==> config.mk <==
export PLATFORM = sky130hd
export DESIGN_NAME = modn_counter
export DESIGN_NICKNAME = d
export VERILOG_FILES = /design/src/rtl/modn_counter_pkg.sv /design/src/rtl/modn_prescaler.sv /design/src/rtl/modn_counter.sv
export SDC_FILE = /design/constraint.sdc
export NUM_CORES = 1
export LEC_CHECK = 0
export CAP_MARGIN = 20
export CELL_PAD_IN_SITES_DETAIL_PLACEMENT = 2
export CELL_PAD_IN_SITES_GLOBAL_PLACEMENT = 2
export CORE_MARGIN = 5
export CORE_UTILIZATION = 29
export CTS_CLUSTER_DIAMETER = 150
export DETAILED_ROUTE_END_ITERATION = 10
export GPL_TIMING_DRIVEN = 0
export MAX_ROUTING_LAYER = met4
export PLACE_DENSITY_LB_ADDON = 0.08
export SYNTH_ARGS = -nofsm -noshare
export SYNTH_HDL_FRONTEND = slang
export SYNTH_SLANG_ARGS = --single-unit
==> constraint.sdc <==
create_clock -name clk -period 2.5 [get_ports clk]
set_input_delay 0.75 -clock clk [delete_from_list [all_inputs] [get_ports clk]]
set_output_delay 0.75 -clock clk [all_outputs]
set_load 0.005 [all_outputs]
==> src/rtl/modn_counter_pkg.sv <==
// modn_counter_pkg: direction and end-mode encodings shared by the modulo-N counter
package modn_counter_pkg;

    typedef enum logic {
        DIR_DOWN = 1'b0,
        DIR_UP   = 1'b1
    } dir_e;

    typedef enum logic {
        END_WRAP = 1'b0,
        END_SAT  = 1'b1
    } end_e;

endpackage

==> src/rtl/modn_prescaler.sv <==
// modn_prescaler: tick generator, one tick every presc+1 enabled cycles
//   clk, rst  : clock, async active-high reset
//   en        : advance enable (already gated by the halt flag)
//   clr       : synchronous clear of the phase counter (load)
//   presc     : tick period minus one
//   tick      : combinational, high in the cycle the period completes
module modn_prescaler #(
    parameter int PRE_W = 8
) (
    input  logic             clk,
    input  logic             rst,
    input  logic             en,
    input  logic             clr,
    input  logic [PRE_W-1:0] presc,
    output logic             tick
);

    logic [PRE_W-1:0] p_q, p_d;

    // >= rather than == so that lowering presc below p ticks on the next enabled cycle
    always_comb begin
        tick = en && (p_q >= presc);
        p_d  = clr ? '0 : tick ? '0 : en ? p_q + 1'b1 : p_q;
    end

    always_ff @(posedge clk or posedge rst) begin
        if (rst) p_q <= '0;
        else     p_q <= p_d;
    end

endmodule

==> src/rtl/modn_counter.sv <==
// modn_counter: prescaled up/down modulo-N counter with wrap/saturate and one-shot halt
//   clk, rst  : clock, async active-high reset
//   en        : advance enable for prescaler and counter
//   up        : 1 = count up, 0 = count down
//   sat       : 1 = saturate at end value, 0 = wrap
//   oneshot   : 1 = halt after the first wrap until the next load
//   load      : synchronous load, overrides everything but reset
//   load_val  : load value, clamped to MODULUS-1
//   presc     : tick period minus one, in enabled cycles
//   count     : registered count
//   wrap      : registered one-cycle pulse after each wrap
//   at_end    : count equals the end value for the current direction
//   halted    : one-shot halt active
module modn_counter
    import modn_counter_pkg::*;
#(
    parameter int WIDTH   = 4,
    parameter int MODULUS = 6,
    parameter int PRE_W   = 8
) (
    input  logic             clk,
    input  logic             rst,
    input  logic             en,
    input  logic             up,
    input  logic             sat,
    input  logic             oneshot,
    input  logic             load,
    input  logic [WIDTH-1:0] load_val,
    input  logic [PRE_W-1:0] presc,
    output logic [WIDTH-1:0] count,
    output logic             wrap,
    output logic             at_end,
    output logic             halted
);

    localparam int              LAST_I = MODULUS - 1;
    localparam logic [WIDTH-1:0] LAST  = LAST_I[WIDTH-1:0];

    logic [WIDTH-1:0] count_q, count_d;
    logic             wrap_q, wrap_d;
    logic             halted_q, halted_d;
    logic             tick;
    logic             is_up;
    logic             wrap_evt;

    modn_prescaler #(.PRE_W(PRE_W)) u_presc (
        .clk   (clk),
        .rst   (rst),
        .en    (en && !halted_q),
        .clr   (load),
        .presc (presc),
        .tick  (tick)
    );

    always_comb begin
        is_up    = (up == DIR_UP);
        at_end   = is_up ? (count_q == LAST) : (count_q == '0);
        wrap_evt = tick && at_end && (sat == END_WRAP);
        count_d  = load     ? ((load_val > LAST) ? LAST : load_val) :
                   !tick    ? count_q :
                   wrap_evt ? (is_up ? '0 : LAST) :
                   at_end   ? count_q :
                   is_up    ? count_q + 1'b1 : count_q - 1'b1;
        wrap_d   = !load && wrap_evt;
        halted_d = !load && (halted_q || (wrap_evt && oneshot));
    end

    always_ff @(posedge clk or posedge rst) begin
        if (rst) begin
            count_q  <= '0;
            wrap_q   <= 1'b0;
            halted_q <= 1'b0;
        end else begin
            count_q  <= count_d;
            wrap_q   <= wrap_d;
            halted_q <= halted_d;
        end
    end

    assign count  = count_q;
    assign wrap   = wrap_q;
    assign halted = halted_q;

endmodule

==> results of run 1 <==
## repair_timing
action,4_1_cts,5_1_grt
setup endpoints to repair,14,6
resized for setup,12,6
buffers inserted,3,0
pin swaps,3,7
## registers in the layout, indices dropped and copies added, names as in the netlist
register	flops
wrap	1
count	4
halted	1
u_presc.p_q	8
## path summary, 6_finish.rpt
kind / endpoint / slack (ns) / cells after the start / start
setup / recovery: count[0] / 0.06 / 9 / presc[2]
hold / removal: halted / 0.58 / 2 / halted
setup reg to reg: count[0] / 0.49 / 7 / u_presc.p_q[2]
hold reg to reg: halted / 0.58 / 2 / halted
max in group asynchronous: u_presc.p_q[4] / 1.30 / 2 / rst
min in group asynchronous: count[0] / 0.83 / 2 / rst
## placed cells by master, fill, tap and decap left out, types with 2 or more instances in the layout
| cell type | n |
|---|---|
| mux2i_1 | 3 |
| xnor2_1 | 3 |
| nand2_1 | 5 |
| a211oi_1 | 2 |
| o2111ai_1 | 2 |
| xor2_1 | 5 |
| dlymetal6s2s_1 | 2 |
| clkdlybuf4s50_1 | 20 |
| and3_1 | 2 |
| nand3_1 | 5 |
| clkbuf_1 | 2 |
| dfrtp_1 | 14 |
| clkbuf_4 | 3 |
| buf_4 | 2 |
| inv_1 | 12 |
| o21ai_1 | 2 |
| a21oi_1 | 5 |
| a21o_1 | 2 |
| nor2_1 | 12 |
| ha_4 | 2 |
| nand2b_1 | 3 |
| ha_1 | 9 |
## stage by stage
stage	setup slack, ns	setup TNS, ns	cells
floorplan	0.1620	0	111
global placement	-0.9236	-6.138	181
detailed placement	-0.9712	-7.884	181
CTS	-0.002915	-0.002915	186
global route	0.001498	0	186
finish	0.06244	0	186
## cell families (layout without fill, tap and decap cells)
group / count (synthesis) / count (layout) / share of synthesized area
AND/OR/NAND/NOR: 33 / 33 / 0.1607
AO/OA/AOI/OAI: 24 / 24 / 0.1893
buffers and inverters: 16 / 45 / 0.05715
flip-flops: 14 / 14 / 0.3333
adder cells (fa/ha/maj): 12 / 12 / 0.1500
XOR/XNOR: 8 / 8 / 0.06667
multiplexers: 4 / 4 / 0.04285
## layout make-up
type	count	area, sq um
Buffer	2	7.507
Clock buffer	3	22.52
Fill cell	383	1971
Inverter	13	48.80
Multi-Input combinational cell	81	690.7
Sequential cell	14	350.3
Tap cell	46	57.56
Timing Repair Buffer	27	267.8
## worst max-delay path: stages
cell and delay [ns]:
clkdlybuf4s50_1 0.45, inv_1 0.06, ha_4 0.23, a211o_1 0.33, a31oi_4 0.20, o31ai_4 0.10
buf_6 0.15, mux2i_1 0.12, and3_1 0.21
## metal layers
metal,global-route usage,up-vias,part of all wire
li1,-,450,-
met5,-,-,0
met3,0.03587,6,0.029
met2,0.2392,20,0.52
met4,0.01915,0,0.010
met1,0.1639,461,0.44
## power by group
part           switching [mW]  total, mW  internal (mW)
sequential             0.0108      0.244          0.233
combinational          0.0727      0.153         0.0806
clock                  0.0699      0.126         0.0558
total                   0.153      0.523          0.369
==> results.md, run 1 <==
- First-pass GRT wire length: 5.244 mm
- Clock root cell: clkbuf_4
- Die area: 0.004928 sq mm
- Fin util: 0.4231
- Final Hold Fails: 0
- Final setup fails: 0
- Cells after Synth: 111
- GPL Wtd Cong: 0.7524
- Syn_nets: 142
- Ranking of synthesized cells by area: dfrtp_1 (33%), ha_1 (13%), inv_1 (4.6%)
- Critical path launch point type: primary input
- Total core area: 0.003416 sq mm
- Diode count: 0
- DR pass1 iterations: 4
- Grt total ovfl: 0
- Pwr/cell area: 361.6 mW/mm^2
- Part of the cycle the worst path needs: 0.9750
- Max-slew violations: 0
- Clock Latency Late Sink: between 0.2 and 0.3 ns
- Critical Path End Type: flop
- Post-layout min period: between 2 and 2.5 ns
- Max Freq: 0.4102 GHz
- Largest net degree at the start of global routing: 15
- Worst Hold Margin: 0.5784 ns
- Syn-to-layout area delta: 37.50%
- Slew @ Worst Pin: 0.5695 ns
- Kind of critical path: primary input to flop
- Cell Area, Synth: 0.001051 sq mm
- Seq/Total Area, Yosys: 0.3333
- Layout cells sized above 1: 0.1429
- HPWL after DPL: ~2.4 mm
- Worst VDD drop: 0.0002875 V
- Core Rows: 21
- Async S/R FF share, synth: 1.000
- MaxCap Viol Count: 0
- Synth Flop Type: dfrtp_1
- Synth warn: 0
- Cell area after placement: 0.001349 sq mm
- Most instantiated cells after synthesis: dfrtp_1 (14), inv_1 (13), nor2_1 (12), ha_1 (11)
- Total Nets Final: 173
- Status: complete, no violations
- Via Count: between 900 and 1000
- Num CTS Buffers: 3
- Die H: 70.20 microns
- Worst-path fanout max: 4
- I/O Buffers: 24
- Total power: 0.5225 mW
- Synth area leader: dfrtp_1
- HP Class: flop to flop
- CTS tree: yes
- Worst EP arrival: 2.60 ns
- RSZ-0062 raised after global routing: no
- CTS Hold Buffers Added: 0
- Die X: 70.20 microns
- Vias in the first global route: roughly 1100
- Iteration-0 DRC Markers: 5
- Initial core utilization: 0.3077
- Required time worst endpoint: ~2.7 ns
- Register bit total from synthesis: 14
- Max-slew headroom: 0.6199
- CTS Buffer Depth: 2
- CTS Sinks: 14
- Final Skew: 0.007580 ns
- GRT Total Usage: 0.1377
- Synth top area share: 0.3333
- Most frequent cell after synthesis: dfrtp_1
- Post-synth EDFFs: 0
- Unique cell type count in the Yosys netlist: 36
- Initial antenna violation count: 0
- Ports: 26
- Vias per cell: 5.038
- WL per Instance: 16.16 microns
- H-tree levels: 1
- Pleak: 0.6623 nW
- Total wire length: 3.006 mm
- Worst-path clk slew: 0.09 ns
- Routed Antenna Nets: 0
- Post-route cell area: approximately 0.0014 sq mm
- Avg Synthesized Cell Area: 9.469 sq um
- Post-route DRC: 0
(Power assumes the default switching activity.)
==> run 2, diff against run 1 <==
--- a/config.mk
+++ b/config.mk
@@ -8,13 +8,12 @@
 export CAP_MARGIN = 20
 export CELL_PAD_IN_SITES_DETAIL_PLACEMENT = 2
 export CELL_PAD_IN_SITES_GLOBAL_PLACEMENT = 2
-export CORE_MARGIN = 5
 export CORE_UTILIZATION = 29
 export CTS_CLUSTER_DIAMETER = 150
 export DETAILED_ROUTE_END_ITERATION = 10
 export GPL_TIMING_DRIVEN = 0
 export MAX_ROUTING_LAYER = met4
-export PLACE_DENSITY_LB_ADDON = 0.08
+export PLACE_DENSITY = 0.79
 export SYNTH_ARGS = -nofsm -noshare
 export SYNTH_HDL_FRONTEND = slang
 export SYNTH_SLANG_ARGS = --single-unit
==> constraint.sdc (replaced) <==
create_clock -name clk -period 2.5 [get_ports clk]
set_input_delay 0.25 -clock clk [delete_from_list [all_inputs] [get_ports clk]]
set_output_delay 0.25 -clock clk [all_outputs]
set_load 0.005 [all_outputs]
==> results.md, run 2 (synthesis results as in run 1) <==
- Initial core utilization: 0.3077 (unchanged)
- Most frequent cells in the layout: clkdlybuf4s50_1 (24), dfrtp_1 (14), inv_1 (13), nor2_1 (12), ha_1 (11)
- CTS Hold Buffers Added: 0 (unchanged)
- Clock root cell: clkbuf_4
- Routed Antenna Nets: 0 (unchanged)
- Max-slew violations: 0 (unchanged)
- Worst Hold Margin: 0.3112 ns (-0.2671 ns)
- First-pass GRT wire length: 5.064 mm (-3.4%)
- Vias per cell: 5.022 (-0.32%)
- Pleak: 0.6374 nW (-3.8%)
- MaxCap Viol Count: 0 (unchanged)
- WL per Instance: 15.23 microns (-5.8%)
- Critical path launch point type: primary input
- Met2 Track Usage GR: 0.3173 (+0.07806)
- Worst-path clk slew: 0.08 ns (about the same)
- Worst EP arrival: 2.43 ns (-0.17 ns)
- DR pass1 iterations: 4 (unchanged)
- Die area: 0.003869 sq mm (-21%)
- H-tree levels: 1 (unchanged)
- Max Freq: 0.4523 GHz (+10%)
- Setup TNS: 0 ns (unchanged)
- CTS Buffer Depth: 2 (unchanged)
- Number of flip-flops under the largest register name: 8 (unchanged)
- Kind of critical path: primary input to flop
- Num CTS Buffers: 3 (unchanged)
- Status: complete, no violations
- Worst reg2reg startpoint: u_presc.p_q[2]
- Vias in the first global route: 1084 (+1.7%)
- Clock Latency Late Sink: 0.28 ns (about the same)
- Via Count: 934 (-0.32%)
- Total core area: 0.003416 sq mm (unchanged)
- Die H: 62.20 microns (-11%)
- Pwr/cell area: 376.8 mW/mm^2 (+4.2%)
- Initial antenna violation count: 0 (unchanged)
- Ports: 26 (unchanged)
- Die X: 62.20 microns (-11%)
- Largest net degree at the start of global routing: 15 (unchanged)
- Gr busiest metal: met2
- Total Nets Final: 173 (unchanged)
- HP Class: primary input to asynchronous set/reset pin
- Post-route DRC: 0 (unchanged)
- CTS Sinks: 14 (unchanged)
- Fin util: 0.4059 (-0.01722)
- Required time worst endpoint: 2.71 ns (+0.04 ns)
- M1 GR Usage: 0.1839 (+0.01999)
- Worst-path fanout max: 9 (+5)
- Post-layout min period: 2.211 ns (-0.2265 ns)
- Commonest non-fill, non-tap cell in the layout: clkdlybuf4s50_1
- Total wire length: 2.832 mm (-5.8%)
- Reg with most FFs: u_presc.p_q
- Slew @ Worst Pin: 0.5498 ns (-0.01975 ns)
- Final Hold Fails: 0 (unchanged)
- Critical Path End Type: flop
- CP Launch Point: presc[2]
- Syn-to-layout area delta: 31.90%
- GPL Wtd Cong: 0.7281 (-3.2%)
- I/O Buffers: 24 (unchanged)
- Diode count: 0 (unchanged)
- Worst VDD drop: 0.0002037 V (-29%)
- Core Rows: 21 (unchanged)
- RSZ-0062 raised after global routing: no
- GRT Total Usage: 0.1678 (+0.03011)
- Pre-CTS setup slack: -0.04380 ns (+0.9274 ns)
- Final setup fails: 0 (unchanged)
- Final Skew: 0.001741 ns (-0.005840 ns)
- Slack of the critical path: 0.2890 ns (+0.2265 ns)
- Grt total ovfl: 0 (unchanged)
- Layout cells sized above 1: 0.08571 (-0.05714)
- Iteration-0 DRC Markers: 28 (+23)
- GRT met3 Usage: 0.03676 (+0.0008967)
- Part of the cycle the worst path needs: 0.8844 (-0.09061)
- CTS tree: yes
- Max-slew headroom: 0.6331 (+0.01318)
- HPWL after DPL: 2.319 mm (-3.1%)
## run 2: changes by cell type in the layout (fill, tap and decap cells not counted), moves of 2 or more
cell | previous run | this run
dlymetal6s2s_1 | 2 | 0
ha_4 | 2 | 0
ha_1 | 9 | 11
clkdlybuf4s50_1 | 20 | 24
## run 2: stage by stage
step	cell area, sq um	instances	total power [mW]
after floorplan	1051	111	0.3248
after global routing	1386	186	0.5592
after global placement	1349	181	0.3819
after detailed placement	1349	181	0.3916
after CTS	1371	184	0.5271
final	1386	186	0.5224
## run 2: final timing paths
| kind | endpoint | slack, ns | depth (start not counted) |
|---|---|---|---|
| min in group clk | count[1] | 0.57 | 3 |
| setup reg to reg | u_presc.p_q[0] | 0.30 | 7 |
| setup / recovery | u_presc.p_q[0] | 0.29 | 9 |
| max in group asynchronous | u_presc.p_q[2] | 1.83 | 2 |
| hold / removal | u_presc.p_q[3] | 0.31 | 2 |
| hold reg to reg | u_presc.p_q[7] | 0.58 | 2 |
## run 2: metal layers
metal / share of wire / wire, microns
met1: 0.42 / 1188
met2: 0.54 / 1539
met3: 0.032 / 91
met4: 0.0046 / 13
met5: 0 / 0
## run 2: repair_timing
action                                  CTS  global route
endpoints found under the hold margin     0             0
setup buffers                             0             2
endpoints found under the setup margin    0             1
gates resized for setup                   0             0
## run 2: final cells by class
class / instances / area, sq um
fillers: 396 / 2029
multi-input cells: 81 / 640.6
flip-flops and latches: 14 / 350.3
repair buffers: 26 / 255.2
well taps: 46 / 57.56
inverters: 13 / 48.80
clock buffers: 3 / 22.52
plain buffers: 3 / 11.26
## run 2: critical path: stages
cell and delay [ns]:
clkdlybuf4s50_1 0.45, inv_1 0.04, ha_1 0.30, a211o_1 0.29
a31oi_1 0.26, o31ai_4 0.19, or2_2 0.30, clkbuf_1 0.19
a21oi_1 0.15
## run 2: where the power goes
group / internal [mW] / switching (mW) / total, mW / leakage, nW
Clock: 0.0560 / 0.0742 / 0.130 / 0.0138
Sequential: 0.233 / 0.0103 / 0.243 / 0.187
Combinational: 0.0810 / 0.0680 / 0.149 / 0.437
==> run 3, diff against run 2 <==
--- a/config.mk
+++ b/config.mk
@@ -8,12 +8,14 @@
 export CAP_MARGIN = 20
 export CELL_PAD_IN_SITES_DETAIL_PLACEMENT = 2
 export CELL_PAD_IN_SITES_GLOBAL_PLACEMENT = 2
-export CORE_UTILIZATION = 29
+export CORE_UTILIZATION = 30
+export CTS_BUF_LIST = sky130_fd_sc_hd__clkbuf_4
 export CTS_CLUSTER_DIAMETER = 150
 export DETAILED_ROUTE_END_ITERATION = 10
 export GPL_TIMING_DRIVEN = 0
+export HOLD_SLACK_MARGIN = 0.05
 export MAX_ROUTING_LAYER = met4
-export PLACE_DENSITY = 0.79
+export PLACE_DENSITY = 0.81
 export SYNTH_ARGS = -nofsm -noshare
 export SYNTH_HDL_FRONTEND = slang
 export SYNTH_SLANG_ARGS = --single-unit
==> results.md, run 3 (synthesis results as in run 1) <==
- Max Freq: 0.4527 GHz (about the same)
- Initial antenna violation count: 0 (unchanged)
- Required time worst endpoint: 2.25 ns (-0.46 ns)
- Die H: 61.19 microns (-1.6%)
- Fin util: 0.4132 (+0.007337)
- CTS Sinks: 14 (unchanged)
- Reg with most FFs: u_presc.p_q
- Critical Path End Type: output port
- Layout cells sized above 1: 0.07914 (-0.006578)
- CP bufs+invs: 1 (-2)
- Post-Place Cells: 181 (unchanged)
- Pwr/cell area: 380.3 mW/mm^2 (+0.93%)
- Post-route DRC: 0 (unchanged)
- Die X: 61.19 microns (-1.6%)
- P_int: 0.3676 mW (-0.60%)
- Die area: 0.003744 sq mm (-3.2%)
- Clock Latency Late Sink: 0.29 ns (about the same)
- Max-slew violations: 0 (unchanged)
- Total wire length: 2.832 mm (unchanged)
- Final setup fails: 0 (unchanged)
- Kind of critical path: flop to output port
- Final cell count without fillers: 185 (-0.54%)
- GPL Wtd Cong: 0.6954 (-4.5%)
- CTS Buffer Depth: 2 (unchanged)
- GRT Total Usage: 0.1854 (+0.01757)
- Post-route cell area: 0.001379 sq mm (-0.54%)
- Final Hold Fails: 0 (unchanged)
- Setup TNS: 0 ns (unchanged)
- Commonest non-fill, non-tap cell in the layout: clkdlybuf4s50_1
- Num CTS Buffers: 3 (unchanged)
- Most frequent cells in the layout: clkdlybuf4s50_1 (24), dfrtp_1 (14), inv_1 (13), nor2_1 (12), ha_1 (11)
- Max stage delay on crit path: 0.55 ns (+0.10 ns)
- Largest net degree at the start of global routing: 15 (unchanged)
- Layout fillers: 381 (-3.8%)
- Worst-path clk slew: 0.09 ns (about the same)
- CTS Hold Buffers Added: 0 (unchanged)
- Routed Antenna Nets: 0 (unchanged)
- Syn-to-layout area delta: 31.19%
- DR pass1 iterations: 3 (-1)
- Net Sw Frac: 0.2989 (+0.006921)
- Total Nets Final: 172 (-0.58%)
- Max-slew headroom: 0.6023 (-0.03083)
- H-tree levels: 1 (unchanged)
- Area of the multi-input gates: 640.6 sq um (unchanged)
- Number of flip-flops under the largest register name: 8 (unchanged)
- HP Class: primary input to asynchronous set/reset pin
- Critical path launch point type: flop
- Clk network pwr share: 0.260 (+0.011)
- CTS tree: yes
- Core Rows: 21 (unchanged)
- Proportion of power drawn by combinational gates: 0.277 (-0.008)
- Grt total ovfl: 0 (unchanged)
- Slowest stage cell, crit path: clkdlybuf4s50_1
- Reg power frac: 0.464 (about the same)
- I/O Buffers: 24 (unchanged)
- Worst VDD drop: 0.0001711 V (-16%)
- WL per Instance: 15.31 microns (+0.54%)
- FF+latch area: 350.3 sq um (unchanged)
- Pleak: 0.6323 nW (-0.81%)
- Via Count: 932 (-0.21%)
- Cell area after placement: 0.001349 sq mm (unchanged)
- Part of the cycle the worst path needs: 0.8836 (about the same)
- Initial core utilization: 0.3150 (+0.007268)
- Final Skew: 0.005091 ns (+0.003351 ns)
- Slew @ Worst Pin: 0.5960 ns (+0.04620 ns)
- Sw Pwr: 0.1567 mW (+2.8%)
- Ports: 26 (unchanged)
- Status: complete, no violations
- Vias in the first global route: 1008 (-7.0%)
- RSZ-0062 raised after global routing: no
- Worst-path fanout max: 6 (-3)
- Top Family by Delay on Critical Path: buffers and inverters
- HPWL after DPL: 2.255 mm (-2.7%)
- Vias per cell: 5.038 (+0.33%)
- Clock root cell: clkbuf_4
- First-pass GRT wire length: 4.788 mm (-5.5%)
- Post-layout min period: 2.209 ns (-0.001994 ns)
- Iteration-0 DRC Markers: 14 (-50%)
- Worst EP arrival: 1.96 ns (-0.47 ns)
- Worst path cell trace: or3_4, a211oi_4, clkdlybuf4s50_1
- Diode count: 0 (unchanged)
- Total core area: 0.003337 sq mm (-2.3%)
- MaxCap Viol Count: 0 (unchanged)
run 3: cell count changes in the layout (fill, tap and decap cells not counted), sizes merged:
cell,delta
buf,-1
run 3: cell type report:
class,count,share of cell area
inverters,13,0.03539
flip-flops and latches,14,0.2541
repair buffers,25,0.1797
plain buffers,3,0.008167
multi-input cells,81,0.4646
well taps,46,0.04174
clock buffers,3,0.01633
run 3: per-layer routing:
metal	vias up	share of wire	track usage	wire (microns)
met1	462	0.42	0.2135	1183
met2	16	0.54	0.3245	1525
met3	6	0.031	0.04622	88
met4	0	0.012	0.03896	35
li1	448	-	-	-
met5	-	0	-	0
run 3: metrics by stage:
step           total power [mW]  hold slack, ns  worst slack [ns]
2_1_floorplan            0.3248          0.1392            0.5307
3_3_place_gp             0.3824          0.5396          0.009790
3_5_place_dp             0.3910          0.5701          -0.04421
4_1_cts                  0.5317          0.3417            0.2584
5_1_grt                  0.5527          0.3786            0.1303
6_report                 0.5244          0.3220            0.2910
run 3: repair_timing:
action	CTS	global route
gates resized for setup	0	0
endpoints found under the hold margin	0	0
setup endpoints to repair	1	0
buffers inserted	1	0
run 3: final timing paths:
kind	depth (start not counted)	from	end	slack, ns
min	2	rst	count[1]	0.32
min in group clk	2	u_presc.p_q[0]	u_presc.p_q[0]	0.58
min reg2reg	2	u_presc.p_q[0]	u_presc.p_q[0]	0.58
max in group asynchronous	2	rst	u_presc.p_q[2]	1.79
max reg2reg	7	u_presc.p_q[2]	u_presc.p_q[0]	0.30
max	3	count[2]	at_end	0.29
run 3: power by group through the flow:
stage,clock [mW],combinational (mW),sequential [mW]
final,0.136,0.145,0.243
after global placement,0,0.135,0.247
after CTS,0.140,0.148,0.244
after floorplan,0,0.0793,0.246
after detailed placement,0,0.143,0.248
after global routing,0.146,0.162,0.245
